<file path="src/rtl/uart_rx_pkg.sv">
// Shared types and helpers for the parametrised UART receiver.
// Holds the FSM state encoding, the parity mode codes, the fifo_count
// width helper and the 2-of-3 vote used by the majority-sampling build.
package uart_rx_pkg;

    typedef enum logic [2:0] {
        ST_IDLE   = 3'd0,
        ST_START  = 3'd1,
        ST_DATA   = 3'd2,
        ST_PARITY = 3'd3,
        ST_STOP   = 3'd4
    } rx_state_e;

    localparam int PARITY_NONE = 0;
    localparam int PARITY_EVEN = 1;
    localparam int PARITY_ODD  = 2;

    // Width of an occupancy counter that must hold 0..depth inclusive.
    function automatic int cnt_width(input int depth);
        return $clog2(depth) + 1;
    endfunction

    // 2-of-3 majority vote.
    function automatic logic maj3(input logic a, input logic b, input logic c);
        return (a & b) | (a & c) | (b & c);
    endfunction

endpackage

</file>
<file path="src/rtl/uart_rx_param_if.sv">
// Receive-side drain interface: FIFO head, valid/ready handshake and
// occupancy. The receiver drives it through the master modport, the
// consumer (command parser) uses the slave modport.
interface uart_rx_param_if #(
    parameter int DATA_BITS  = 8,
    parameter int FIFO_DEPTH = 4
) ();
    import uart_rx_pkg::*;

    logic [DATA_BITS-1:0]             data_out;
    logic                             data_valid;
    logic                             data_ready;
    logic [cnt_width(FIFO_DEPTH)-1:0] fifo_count;

    modport master (output data_out, output data_valid, output fifo_count, input data_ready);
    modport slave  (input data_out, input data_valid, input fifo_count, output data_ready);

endinterface

</file>
<file path="src/rtl/uart_rx_fifo.sv">
// Small circular receive FIFO. A push while full is accepted only when a
// pop happens on the same edge; a pop while empty is ignored. The head is
// forced to zero when the FIFO is empty so stale entries never show.
module uart_rx_fifo import uart_rx_pkg::*; #(
    parameter int WIDTH = 8,
    parameter int DEPTH = 4
) (
    input  logic                        clk,
    input  logic                        reset,
    input  logic                        push,
    input  logic [WIDTH-1:0]            push_data,
    input  logic                        pop,
    output logic [WIDTH-1:0]            head,
    output logic [cnt_width(DEPTH)-1:0] count,
    output logic                        full,
    output logic                        empty
);
    localparam int AW = $clog2(DEPTH);
    localparam int CW = cnt_width(DEPTH);

    logic [WIDTH-1:0] mem_r [DEPTH];
    logic [AW-1:0]    wr_ptr_r;
    logic [AW-1:0]    rd_ptr_r;
    logic [CW-1:0]    count_r;
    logic             do_push_s;
    logic             do_pop_s;

    assign full  = (count_r == CW'(DEPTH));
    assign empty = (count_r == {CW{1'b0}});
    assign count = count_r;

    // Qualify the requests against the current occupancy and expose the head.
    always_comb begin
        do_pop_s  = pop & ~empty;
        do_push_s = push & (~full | do_pop_s);
        if (empty) begin
            head = {WIDTH{1'b0}};
        end else begin
            head = mem_r[rd_ptr_r];
        end
    end

    // Storage array write; contents need no reset since count gates the head.
    always_ff @(posedge clk) begin
        if (do_push_s) begin
            mem_r[wr_ptr_r] <= push_data;
        end
    end

    // Pointer and occupancy bookkeeping; pointers wrap naturally at DEPTH.
    always_ff @(posedge clk) begin
        if (reset) begin
            wr_ptr_r <= {AW{1'b0}};
            rd_ptr_r <= {AW{1'b0}};
            count_r  <= {CW{1'b0}};
        end else begin
            if (do_push_s) begin
                wr_ptr_r <= wr_ptr_r + AW'(1);
            end
            if (do_pop_s) begin
                rd_ptr_r <= rd_ptr_r + AW'(1);
            end
            case ({do_push_s, do_pop_s})
                2'b10:   count_r <= count_r + CW'(1);
                2'b01:   count_r <= count_r - CW'(1);
                default: count_r <= count_r;
            endcase
        end
    end

endmodule

</file>
<file path="src/rtl/uart_rx_param.sv">
// Parametrised UART receiver: 2-flop input synchroniser, start-bit glitch
// rejection, optional parity, 1 or 2 stop bits, per-frame error pulses and
// a receive FIFO drained over uart_rx_param_if.
// Build option: define UART_RX_MAJORITY_EN to take each bit as the 2-of-3
// majority of the last three synchronised samples at the bit middle.
module uart_rx_param import uart_rx_pkg::*; #(
    parameter int DATA_BITS    = 8,
    parameter int PARITY_MODE  = 1,
    parameter int STOP_BITS    = 1,
    parameter int OVERSAMPLING = 16,
    parameter int FIFO_DEPTH   = 4
) (
    input  logic            baud,
    input  logic            reset,
    input  logic            enable,
    input  logic            rx,
    uart_rx_param_if.master rx_if,
    output logic            busy,
    output logic            parity_err,
    output logic            frame_err,
    output logic            overrun
);
    localparam int OSW = $clog2(OVERSAMPLING);
    localparam int BCW = $clog2(DATA_BITS);
    localparam logic [OSW-1:0] OS_LAST    = OSW'(OVERSAMPLING - 1);
    localparam logic [OSW-1:0] OS_HALF    = OSW'(OVERSAMPLING / 2 - 1);
    localparam logic [BCW-1:0] BIT_LAST   = BCW'(DATA_BITS - 1);
    localparam logic           STOP_LAST  = (STOP_BITS == 2) ? 1'b1 : 1'b0;
    localparam logic           PAR_EXPECT = (PARITY_MODE == PARITY_ODD) ? 1'b1 : 1'b0;

    localparam logic [2:0] S_IDLE   = ST_IDLE;
    localparam logic [2:0] S_START  = ST_START;
    localparam logic [2:0] S_DATA   = ST_DATA;
    localparam logic [2:0] S_PARITY = ST_PARITY;
    localparam logic [2:0] S_STOP   = ST_STOP;

    logic                 sync1_r;
    logic                 rxs_r;
`ifdef UART_RX_MAJORITY_EN
    logic [1:0]           hist_r;
`endif
    logic [2:0]           state_r;
    logic [OSW-1:0]       os_cnt_r;
    logic [BCW-1:0]       bit_cnt_r;
    logic                 stop_cnt_r;
    logic [DATA_BITS-1:0] shift_r;
    logic                 acc_r;
    logic                 par_bad_r;
    logic                 frm_bad_r;
    logic                 busy_r;
    logic                 parity_err_r;
    logic                 frame_err_r;
    logic                 overrun_r;
    logic                 smp_s;
    logic                 at_mid_s;
    logic                 push_s;
    logic                 pop_s;
    logic                 fifo_full_s;
    logic                 fifo_empty_s;

    assign busy             = busy_r;
    assign parity_err       = parity_err_r;
    assign frame_err        = frame_err_r;
    assign overrun          = overrun_r;
    assign rx_if.data_valid = ~fifo_empty_s;

    // Two-flop synchroniser (plus vote history) for the asynchronous rx pin.
    always_ff @(posedge baud) begin
        if (reset) begin
            sync1_r <= 1'b1;
            rxs_r   <= 1'b1;
`ifdef UART_RX_MAJORITY_EN
            hist_r  <= 2'b11;
`endif
        end else begin
            sync1_r <= rx;
            rxs_r   <= sync1_r;
`ifdef UART_RX_MAJORITY_EN
            hist_r  <= {hist_r[0], rxs_r};
`endif
        end
    end

    // Bit decision, drain handshake, and FIFO push on a clean final stop sample.
    always_comb begin
`ifdef UART_RX_MAJORITY_EN
        smp_s = maj3(hist_r[1], hist_r[0], rxs_r);
`else
        smp_s = rxs_r;
`endif
        at_mid_s = (os_cnt_r == OS_LAST);
        pop_s    = ~fifo_empty_s & rx_if.data_ready;
        if (enable && (state_r == S_STOP) && at_mid_s && (stop_cnt_r == STOP_LAST)) begin
            push_s = ~par_bad_r & ~frm_bad_r & smp_s;
        end else begin
            push_s = 1'b0;
        end
    end

    // Frame FSM: start qualification, data shift, parity and stop checks.
    always_ff @(posedge baud) begin
        if (reset) begin
            state_r      <= S_IDLE;
            os_cnt_r     <= {OSW{1'b0}};
            bit_cnt_r    <= {BCW{1'b0}};
            stop_cnt_r   <= 1'b0;
            shift_r      <= {DATA_BITS{1'b0}};
            acc_r        <= 1'b0;
            par_bad_r    <= 1'b0;
            frm_bad_r    <= 1'b0;
            busy_r       <= 1'b0;
            parity_err_r <= 1'b0;
            frame_err_r  <= 1'b0;
            overrun_r    <= 1'b0;
        end else begin
            parity_err_r <= 1'b0;
            frame_err_r  <= 1'b0;
            overrun_r    <= push_s & fifo_full_s & ~pop_s;
            if (!enable) begin
                state_r  <= S_IDLE;
                os_cnt_r <= {OSW{1'b0}};
                busy_r   <= 1'b0;
            end else begin
                case (state_r)
                    S_IDLE: begin
                        if (!rxs_r) begin
                            state_r    <= S_START;
                            os_cnt_r   <= OSW'(1);
                            busy_r     <= 1'b1;
                            bit_cnt_r  <= {BCW{1'b0}};
                            stop_cnt_r <= 1'b0;
                            acc_r      <= 1'b0;
                            par_bad_r  <= 1'b0;
                            frm_bad_r  <= 1'b0;
                        end
                    end
                    S_START: begin
`ifdef UART_RX_MAJORITY_EN
                        if (os_cnt_r == OS_HALF) begin
                            if (smp_s) begin
                                state_r <= S_IDLE;
                                busy_r  <= 1'b0;
                            end else begin
                                state_r <= S_DATA;
                            end
                            os_cnt_r <= {OSW{1'b0}};
                        end else begin
                            os_cnt_r <= os_cnt_r + OSW'(1);
                        end
`else
                        if (rxs_r) begin
                            state_r  <= S_IDLE;
                            os_cnt_r <= {OSW{1'b0}};
                            busy_r   <= 1'b0;
                        end else if (os_cnt_r == OS_HALF) begin
                            state_r  <= S_DATA;
                            os_cnt_r <= {OSW{1'b0}};
                        end else begin
                            os_cnt_r <= os_cnt_r + OSW'(1);
                        end
`endif
                    end
                    S_DATA: begin
                        if (at_mid_s) begin
                            os_cnt_r <= {OSW{1'b0}};
                            shift_r  <= {smp_s, shift_r[DATA_BITS-1:1]};
                            acc_r    <= acc_r ^ smp_s;
                            if (bit_cnt_r == BIT_LAST) begin
                                bit_cnt_r <= {BCW{1'b0}};
                                state_r   <= (PARITY_MODE == PARITY_NONE) ? S_STOP : S_PARITY;
                            end else begin
                                bit_cnt_r <= bit_cnt_r + BCW'(1);
                            end
                        end else begin
                            os_cnt_r <= os_cnt_r + OSW'(1);
                        end
                    end
                    S_PARITY: begin
                        if (at_mid_s) begin
                            os_cnt_r  <= {OSW{1'b0}};
                            par_bad_r <= ((acc_r ^ smp_s) != PAR_EXPECT);
                            state_r   <= S_STOP;
                        end else begin
                            os_cnt_r <= os_cnt_r + OSW'(1);
                        end
                    end
                    S_STOP: begin
                        if (at_mid_s) begin
                            os_cnt_r <= {OSW{1'b0}};
                            if (!smp_s) begin
                                frame_err_r <= 1'b1;
                                frm_bad_r   <= 1'b1;
                            end
                            // Leave mid-stop-bit so the next start edge is caught promptly.
                            if (stop_cnt_r == STOP_LAST) begin
                                state_r      <= S_IDLE;
                                busy_r       <= 1'b0;
                                parity_err_r <= par_bad_r;
                            end else begin
                                stop_cnt_r <= stop_cnt_r + 1'b1;
                            end
                        end else begin
                            os_cnt_r <= os_cnt_r + OSW'(1);
                        end
                    end
                    default: begin
                        state_r  <= S_IDLE;
                        os_cnt_r <= {OSW{1'b0}};
                        busy_r   <= 1'b0;
                    end
                endcase
            end
        end
    end

    uart_rx_fifo #(
        .WIDTH (DATA_BITS),
        .DEPTH (FIFO_DEPTH)
    ) u_fifo (
        .clk       (baud),
        .reset     (reset),
        .push      (push_s),
        .push_data (shift_r),
        .pop       (pop_s),
        .head      (rx_if.data_out),
        .count     (rx_if.fifo_count),
        .full      (fifo_full_s),
        .empty     (fifo_empty_s)
    );

endmodule

</file>
<file path="src/flat_wrapper.sv">
// flat-port wrapper written by rule: the top's interface ports become plain ports
module uart_rx_param_flat import uart_rx_pkg::*;
#(
    parameter int DATA_BITS    = 8,
    parameter int PARITY_MODE  = 1,
    parameter int STOP_BITS    = 1,
    parameter int OVERSAMPLING = 16,
    parameter int FIFO_DEPTH   = 4
)
  (baud, reset, enable, rx, busy, parity_err, frame_err, overrun, rx_if_data_out, rx_if_data_valid, rx_if_fifo_count, rx_if_data_ready);
  uart_rx_param_if #(.DATA_BITS(DATA_BITS), .FIFO_DEPTH(FIFO_DEPTH)) rx_if_i ();
  input  logic baud;
  input  logic reset;
  input  logic enable;
  input  logic rx;
  output logic busy;
  output logic parity_err;
  output logic frame_err;
  output logic overrun;
  output wire logic [$bits(rx_if_i.data_out)-1:0] rx_if_data_out;
  output wire logic [$bits(rx_if_i.data_valid)-1:0] rx_if_data_valid;
  output wire logic [$bits(rx_if_i.fifo_count)-1:0] rx_if_fifo_count;
  input wire logic [$bits(rx_if_i.data_ready)-1:0] rx_if_data_ready;
  assign rx_if_data_out = rx_if_i.data_out;
  assign rx_if_data_valid = rx_if_i.data_valid;
  assign rx_if_fifo_count = rx_if_i.fifo_count;
  assign rx_if_i.data_ready = rx_if_data_ready;
  uart_rx_param #(.DATA_BITS(DATA_BITS), .PARITY_MODE(PARITY_MODE), .STOP_BITS(STOP_BITS), .OVERSAMPLING(OVERSAMPLING), .FIFO_DEPTH(FIFO_DEPTH)) u_core (.baud(baud), .reset(reset), .enable(enable), .rx(rx), .rx_if(rx_if_i), .busy(busy), .parity_err(parity_err), .frame_err(frame_err), .overrun(overrun));
endmodule
</file>
<file path="config.mk">
export PLATFORM = sky130hd
export DESIGN_NAME = uart_rx_param_flat
export DESIGN_NICKNAME = d
export VERILOG_FILES = /design/src/rtl/uart_rx_pkg.sv /design/src/rtl/uart_rx_param_if.sv /design/src/rtl/uart_rx_fifo.sv /design/src/rtl/uart_rx_param.sv /design/src/flat_wrapper.sv
export SDC_FILE = /design/constraint.sdc
export NUM_CORES = 1
export LEC_CHECK = 0
export ABC_AREA = 1
export CORE_MARGIN = 5
export CORE_UTILIZATION = 55
export CTS_BUF_LIST = sky130_fd_sc_hd__clkbuf_8
export CTS_CLUSTER_SIZE = 25
export DETAILED_ROUTE_END_ITERATION = 10
export HOLD_SLACK_MARGIN = 0.1
export PLACE_DENSITY = 0.81
export REMOVE_ABC_BUFFERS = 1
export SLEW_MARGIN = 30
export SYNTH_ARGS = -nofsm -noshare
export SYNTH_HDL_FRONTEND = slang
export SYNTH_SLANG_ARGS = --single-unit
</file>
<file path="constraint.sdc">
create_clock -name baud -period 4.4 [get_ports baud]
set_input_delay 0.44 -clock baud [delete_from_list [all_inputs] [get_ports baud]]
set_output_delay 0.44 -clock baud [all_outputs]
set_load 0.005 [all_outputs]
</file>
# ---- Yosys cells after proc, flatten, opt, wreduce, memory -nomap -nowiden
# Memories as Yosys holds them, arrays and structs flattened. A register that Yosys moved wholly into a read port is not among the register bits.
# Index checks and enable logic that the tools add are counted.
dict set report op_classes {
  bitwise 19
  n_eq_ne 19
  mux 40
  n_addsub 7
  reduce_logical 21
}
# op n
set ops {}
lappend ops {{2-to-1 mux 3 bit} 11}
lappend ops {{2-to-1 mux 4 bit} 4}
lappend ops {{one-hot mux 3 bit (5 select lines)} 1}
lappend ops {{2-to-1 mux 1 bit} 13}
lappend ops {{one-hot mux 3 bit (2 select lines)} 2}
lappend ops {{one-hot mux 4 bit (3 select lines)} 1}
lappend ops {{AND reduction 4 bit} 3}
lappend ops {{inequality test 2 x 1 -> 1 bit, second input constant} 5}
lappend ops {{inverter 1 bit} 10}
lappend ops {{AND reduction 5 bit} 2}
lappend ops {{equality test 3 bit, second input constant} 3}
lappend ops {{2-to-1 mux 8 bit} 1}
lappend ops {{one-hot mux 1 bit (2 select lines)} 4}
lappend ops {{nonzero test 2 bit} 4}
lappend ops {{bitwise AND 1 bit} 7}
lappend ops {{AND reduction 7 bit} 1}
lappend ops {{adder 3 x 1 -> 3 bit, second input constant} 2}
lappend ops {{equality test 3 x 2 -> 1 bit, second input constant} 2}
lappend ops {{logical NOT 3 bit} 2}
lappend ops {{inequality test 2 bit, second input constant} 3}
lappend ops {{OR reduction 5 bit} 1}
lappend ops {{adder 2 x 1 -> 2 bit, second input constant} 2}
lappend ops {{adder 4 x 1 -> 4 bit, second input constant} 1}
lappend ops {{equality test 4 x 3 -> 1 bit, second input constant} 1}
lappend ops {{16 further kinds} 20}
dict set report word_totals {
  wordCells 124
  ff_bits 35
  in_bits 5
  ramBits 32
  output_inout_bits 16
  n_memories 1
}
# name words width rd rd_clocked_by_memory_dff wr line_no
set memory_table {}
lappend memory_table {u_core.u_fifo.mem_r 4 8 1 1 1 uart_rx_fifo.sv:21} ;# logic [WIDTH-1:0] mem_r [DEPTH];

# ---- Logic depth before layout (Yosys ltp)
dict set report logic_depth {
  word_depth 8
  ltp_mapped 11
  mapped_depth_nobuf 11
}

# ---- Hierarchy
# A second synthesis with hierarchy kept.
dict set report unflattened {
  hier_cells 357
  hier_area_um2 3144.3
}
# module cells_per_inst area_per_inst_um2 seq_area_each_um2 instances
set modules_own_cells {}
lappend modules_own_cells {uart_rx_fifo 168 1756.7 1141.1 1}
lappend modules_own_cells {uart_rx_param 189 1387.6 540.5 1}

# ---- Worst setup path before layout
# OpenSTA, ideal clock, no wires.
dict set report synth_timing {
  kind {flip-flop to flip-flop}
  start {register u_core.os_cnt_r[0]}
  end {memory u_core.u_fifo.mem_r[0][0] (enable)}
  path_slack_ns 2.617
  path_stages_with_launch 6
  required_ns 4.029
  path_buffers 0
  setup_ns 0.371
  period_less_slack_ns 1.783
  arrival_ns 1.412
  cell_sequence {dfxtp_1 -> ha_1 -> nand3_2 -> nor2_8 -> nand3_4 -> nor2_1}
}
dict set report synth_between {
  elab_chain_len 7
}
# element line_no
set synth_rtl {}
lappend synth_rtl {{from (decl)} uart_rx_param.sv:43} ;# logic [OSW-1:0] os_cnt_r;
lappend synth_rtl {{from (signal assigned)} uart_rx_param.sv:104} ;# os_cnt_r <= {OSW{1'b0}};
lappend synth_rtl {{from (signal assigned)} uart_rx_param.sv:121} ;# os_cnt_r <= {OSW{1'b0}};
lappend synth_rtl {{from (signal assigned)} uart_rx_param.sv:153} ;# os_cnt_r <= {OSW{1'b0}};
lappend synth_rtl {{equality test 4 bit} uart_rx_param.sv:91} ;# at_mid_s = (os_cnt_r == OS_LAST);
lappend synth_rtl {{logical AND 1 bit (2 in series)} uart_rx_param.sv:93} ;# if (enable && (state_r == S_STOP) && at_mid_s && (stop_cnt_r == STOP_LAST)) begin
lappend synth_rtl {{2-to-1 mux 1 bit} uart_rx_param.sv:93}
lappend synth_rtl {{bitwise AND 1 bit} uart_rx_fifo.sv:35} ;# do_push_s = push & (~full | do_pop_s);
lappend synth_rtl {{2-to-1 mux 1 bit} uart_rx_fifo.sv:45} ;# if (do_push_s) begin
lappend synth_rtl {{2-to-1 mux 1 bit (not written as such)} uart_rx_fifo.sv:46} ;# mem_r[wr_ptr_r] <= push_data;
lappend synth_rtl {{to (decl)} uart_rx_fifo.sv:21}
# Every way passes these cells.

==> out/qor.txt <==
Via Count - 2302
Peak VDD IR - 0.0002392 V
crit path cell chain - inv_2 -> o21ai_0 -> a21oi_1 -> clkdlybuf4s50_1
R2R Setup Slk - 2.33 ns
synthesized flop and latch total - 68
drt pass-1 iters - 4
RSZ-0062 raised after global routing - false
Fin Hold WS - 0.4172 ns
Worst Skew - 0.01071 ns
fin cells - 444
P per Cell Area - 341.3 nW/um^2
syn avg cell area - 8.831 um^2
data arrival time of the worst path - 2.19 ns
Final period util - 0.5970
Setup crit start kind - register
Slew Limit Fails - 0
DRC - 0
Total Power - 1188 uW
GR Overflow Total - 0
routed len/inst - 13.42 um
Post-Syn Area - 3029 um^2
share of layout cells above drive strength 1 - 0.1048
post-DP HPWL - 4.339 mm
DIE AREA - 7091 um^2
Metal-1 WL - 2.603 mm
Global Route Usage Sum - 0.1803
Fill cells - 443
synth unique cells - 31
worst-path fanout max - 17
Reg power frac - 0.557
Top delay family on crit path - flip-flops
Critical Path Sink Type - output port
Final min period - 2.627 ns
RD Place Congestion - 0.8970
WP depth - 4
num rows - 27
starting density of the core - 0.5569
Resize count post-CTS - 0
Setup CP Type - register to output port
Leakage - 0.001414 uW
clk buf depth - 2
Placement Setup Slack - 2.012 ns
final wirelength - 5.957 mm
core area - 5439 um^2
met3 WL - 210 um
TNS Setup - 0 ns
Root Driver - clkbuf_8
post-layout net count - 380
fmax - 380.7 MHz
top routing layer used - met4
Worst-Margin Slew - 0.6638 ns
sequential element share of the synthesized area - 0.5551
most common cell after layout, fill and taps aside - nor2_1
Cells after Synth - 343
ANT nets after route - 0
endpoints failing hold - 0
CP peak stage delay - 0.70 ns
reg2reg start - u_core.os_cnt_r[0]
Die X - 84.21 um
switching part of the total - 0.2178
total CTS buffers - 9
share of total power in combinational logic - 0.028
DR iter-0 viols - 121
max cap viols - 0
critical path endpoint - rx_if_data_out[3]
area grow syn2layout - 14.91%
Buf/Inv on CP - 2
port bufs - 20
final setup fails - 0
setup ws final - 1.773 ns
Die Ht - 84.21 um
status - complete, no violations
Ports - 21
hold_buf cts - 0
vias in the first global route - 2217
largest net degree at the start of global routing - 18
CTS tree - yes
clock slew at reported path FFs - 0.07 ns
Rel. slew slack - 0.5558
commonest cells after routing, fill and taps aside - 74 x nor2_1, 41 x nand2_1, 36 x inv_1, 36 x dfxtp_1, 34 x o21ai_0
first-pass GRT wire length - 10.12 mm
Placed Cells - 428
antenna violations before repair - 0
vias per cell - 5.185
met2 WL - 2.971 mm
Min-Delay Path Class - register to register
Post-CTS Setup Bufs - 0
Clk pwr share - 0.415
Worst EP required - 3.96 ns
CP max stage cell - dfxtp_1
worst reg-to-reg path cell count - 5
Skew-Pair Late Insertion Delay - 0.33 ns
diode count - 0
synth warn - 0
sinks on the clock net - 68
htree depth - 3
Int Power - 929.2 uW
net switching power - 258.8 uW
R2R Path End - u_core.u_fifo.mem_r[2][7]
==> Yosys cell counts (all sizes together) <==
cell,count,area share
or2,2,0.0041
inv,40,0.050
a21boi,1,0.0025
clkbuf,3,0.0037
dfxtp,36,0.24
o21a,1,0.0025
edfxtp,32,0.32
nand3,17,0.036
fa,1,0.0066
a21oi,28,0.048
o21ai,36,0.059
ha,7,0.029
nand2,49,0.072
nor3,1,0.0017
nand4,3,0.0083
xnor2,1,0.0029
buf,4,0.0062
nor2,79,0.11
o211ai,2,0.0050
==> power by group through the flow <==
stage	Combinational, uW	Clock (uW)	Sequential, uW
final	32.8	493	662
after global routing	37.6	534	662
after CTS	32.9	501	662
after detailed placement	32.9	0	676
after global placement	32.2	0	676
after floorplan	21.7	0	675
==> registers in the layout, summed over array words and instances (netlist names), named ones only <==
name / cells
u_core.u_fifo.rd_ptr_r: 2
u_core.busy: 1
u_core.frm_bad_r: 1
u_core.u_fifo.wr_ptr_r: 2
u_core.u_fifo.count: 3
u_core.rxs_r: 1
u_core.sync1_r: 1
u_core.par_bad_r: 1
u_core.state_r: 3
u_core.acc_r: 1
u_core.frame_err: 1
u_core.shift_r: 8
u_core.parity_err: 1
u_core.bit_cnt_r: 3
u_core.os_cnt_r: 4
u_core.u_fifo.mem_r: 32
u_core.overrun: 1
==> kinds of logic after synthesis <==
kind of cell,share of synthesized area
and+or+nand+nor,0.2301
DFF,0.5551
AOI/OAI and AO/OA,0.1169
adders and majority gates,0.03552
xor gates and xnor gates,0.002892
buffers and inverters,0.05948
==> through the flow <==
stage / util / instance area (um^2)
floorplan: - / 2999
global placement: 0.6048 / 3289
detailed placement: 0.6048 / 3289
CTS: 0.6400 / 3481
global route: 0.6400 / 3481
finish: 0.6400 / 3481
==> metal layers <==
layer / up-vias / global-route usage
met1: 1060 / 0.2133
met3: 16 / 0.03435
met2: 49 / 0.3113
met5: - / 0
met4: 0 / 0.09211
li1: 1177 / -
==> worst min-delay path by stage <==
| stage | from | to | slack [ns] | depth (start not counted) |
|---|---|---|---|---|
| after floorplan | u_core.sync1_r | u_core.rxs_r | 0.39 | 1 |
| after global placement | u_core.sync1_r | u_core.rxs_r | 0.39 | 1 |
| after detailed placement | u_core.sync1_r | u_core.rxs_r | 0.41 | 1 |
| after CTS | u_core.sync1_r | u_core.rxs_r | 0.42 | 1 |
| after global routing | u_core.sync1_r | u_core.rxs_r | 0.45 | 1 |
| final | u_core.sync1_r | u_core.rxs_r | 0.42 | 1 |
==> final cells by class <==
type                       instances  area [um^2]  share of cell area
sequential                        68         1682              0.4831
multi-input combinational        228         1167              0.3354
timing repair buffer              20        200.2             0.05751
inverter                          40        150.1             0.04313
clock buffer                       9        123.9             0.03559
tap                               72        90.09             0.02588
clock inverter                     7        67.56             0.01941
Note: power is estimated with default switching activity, not from simulation.
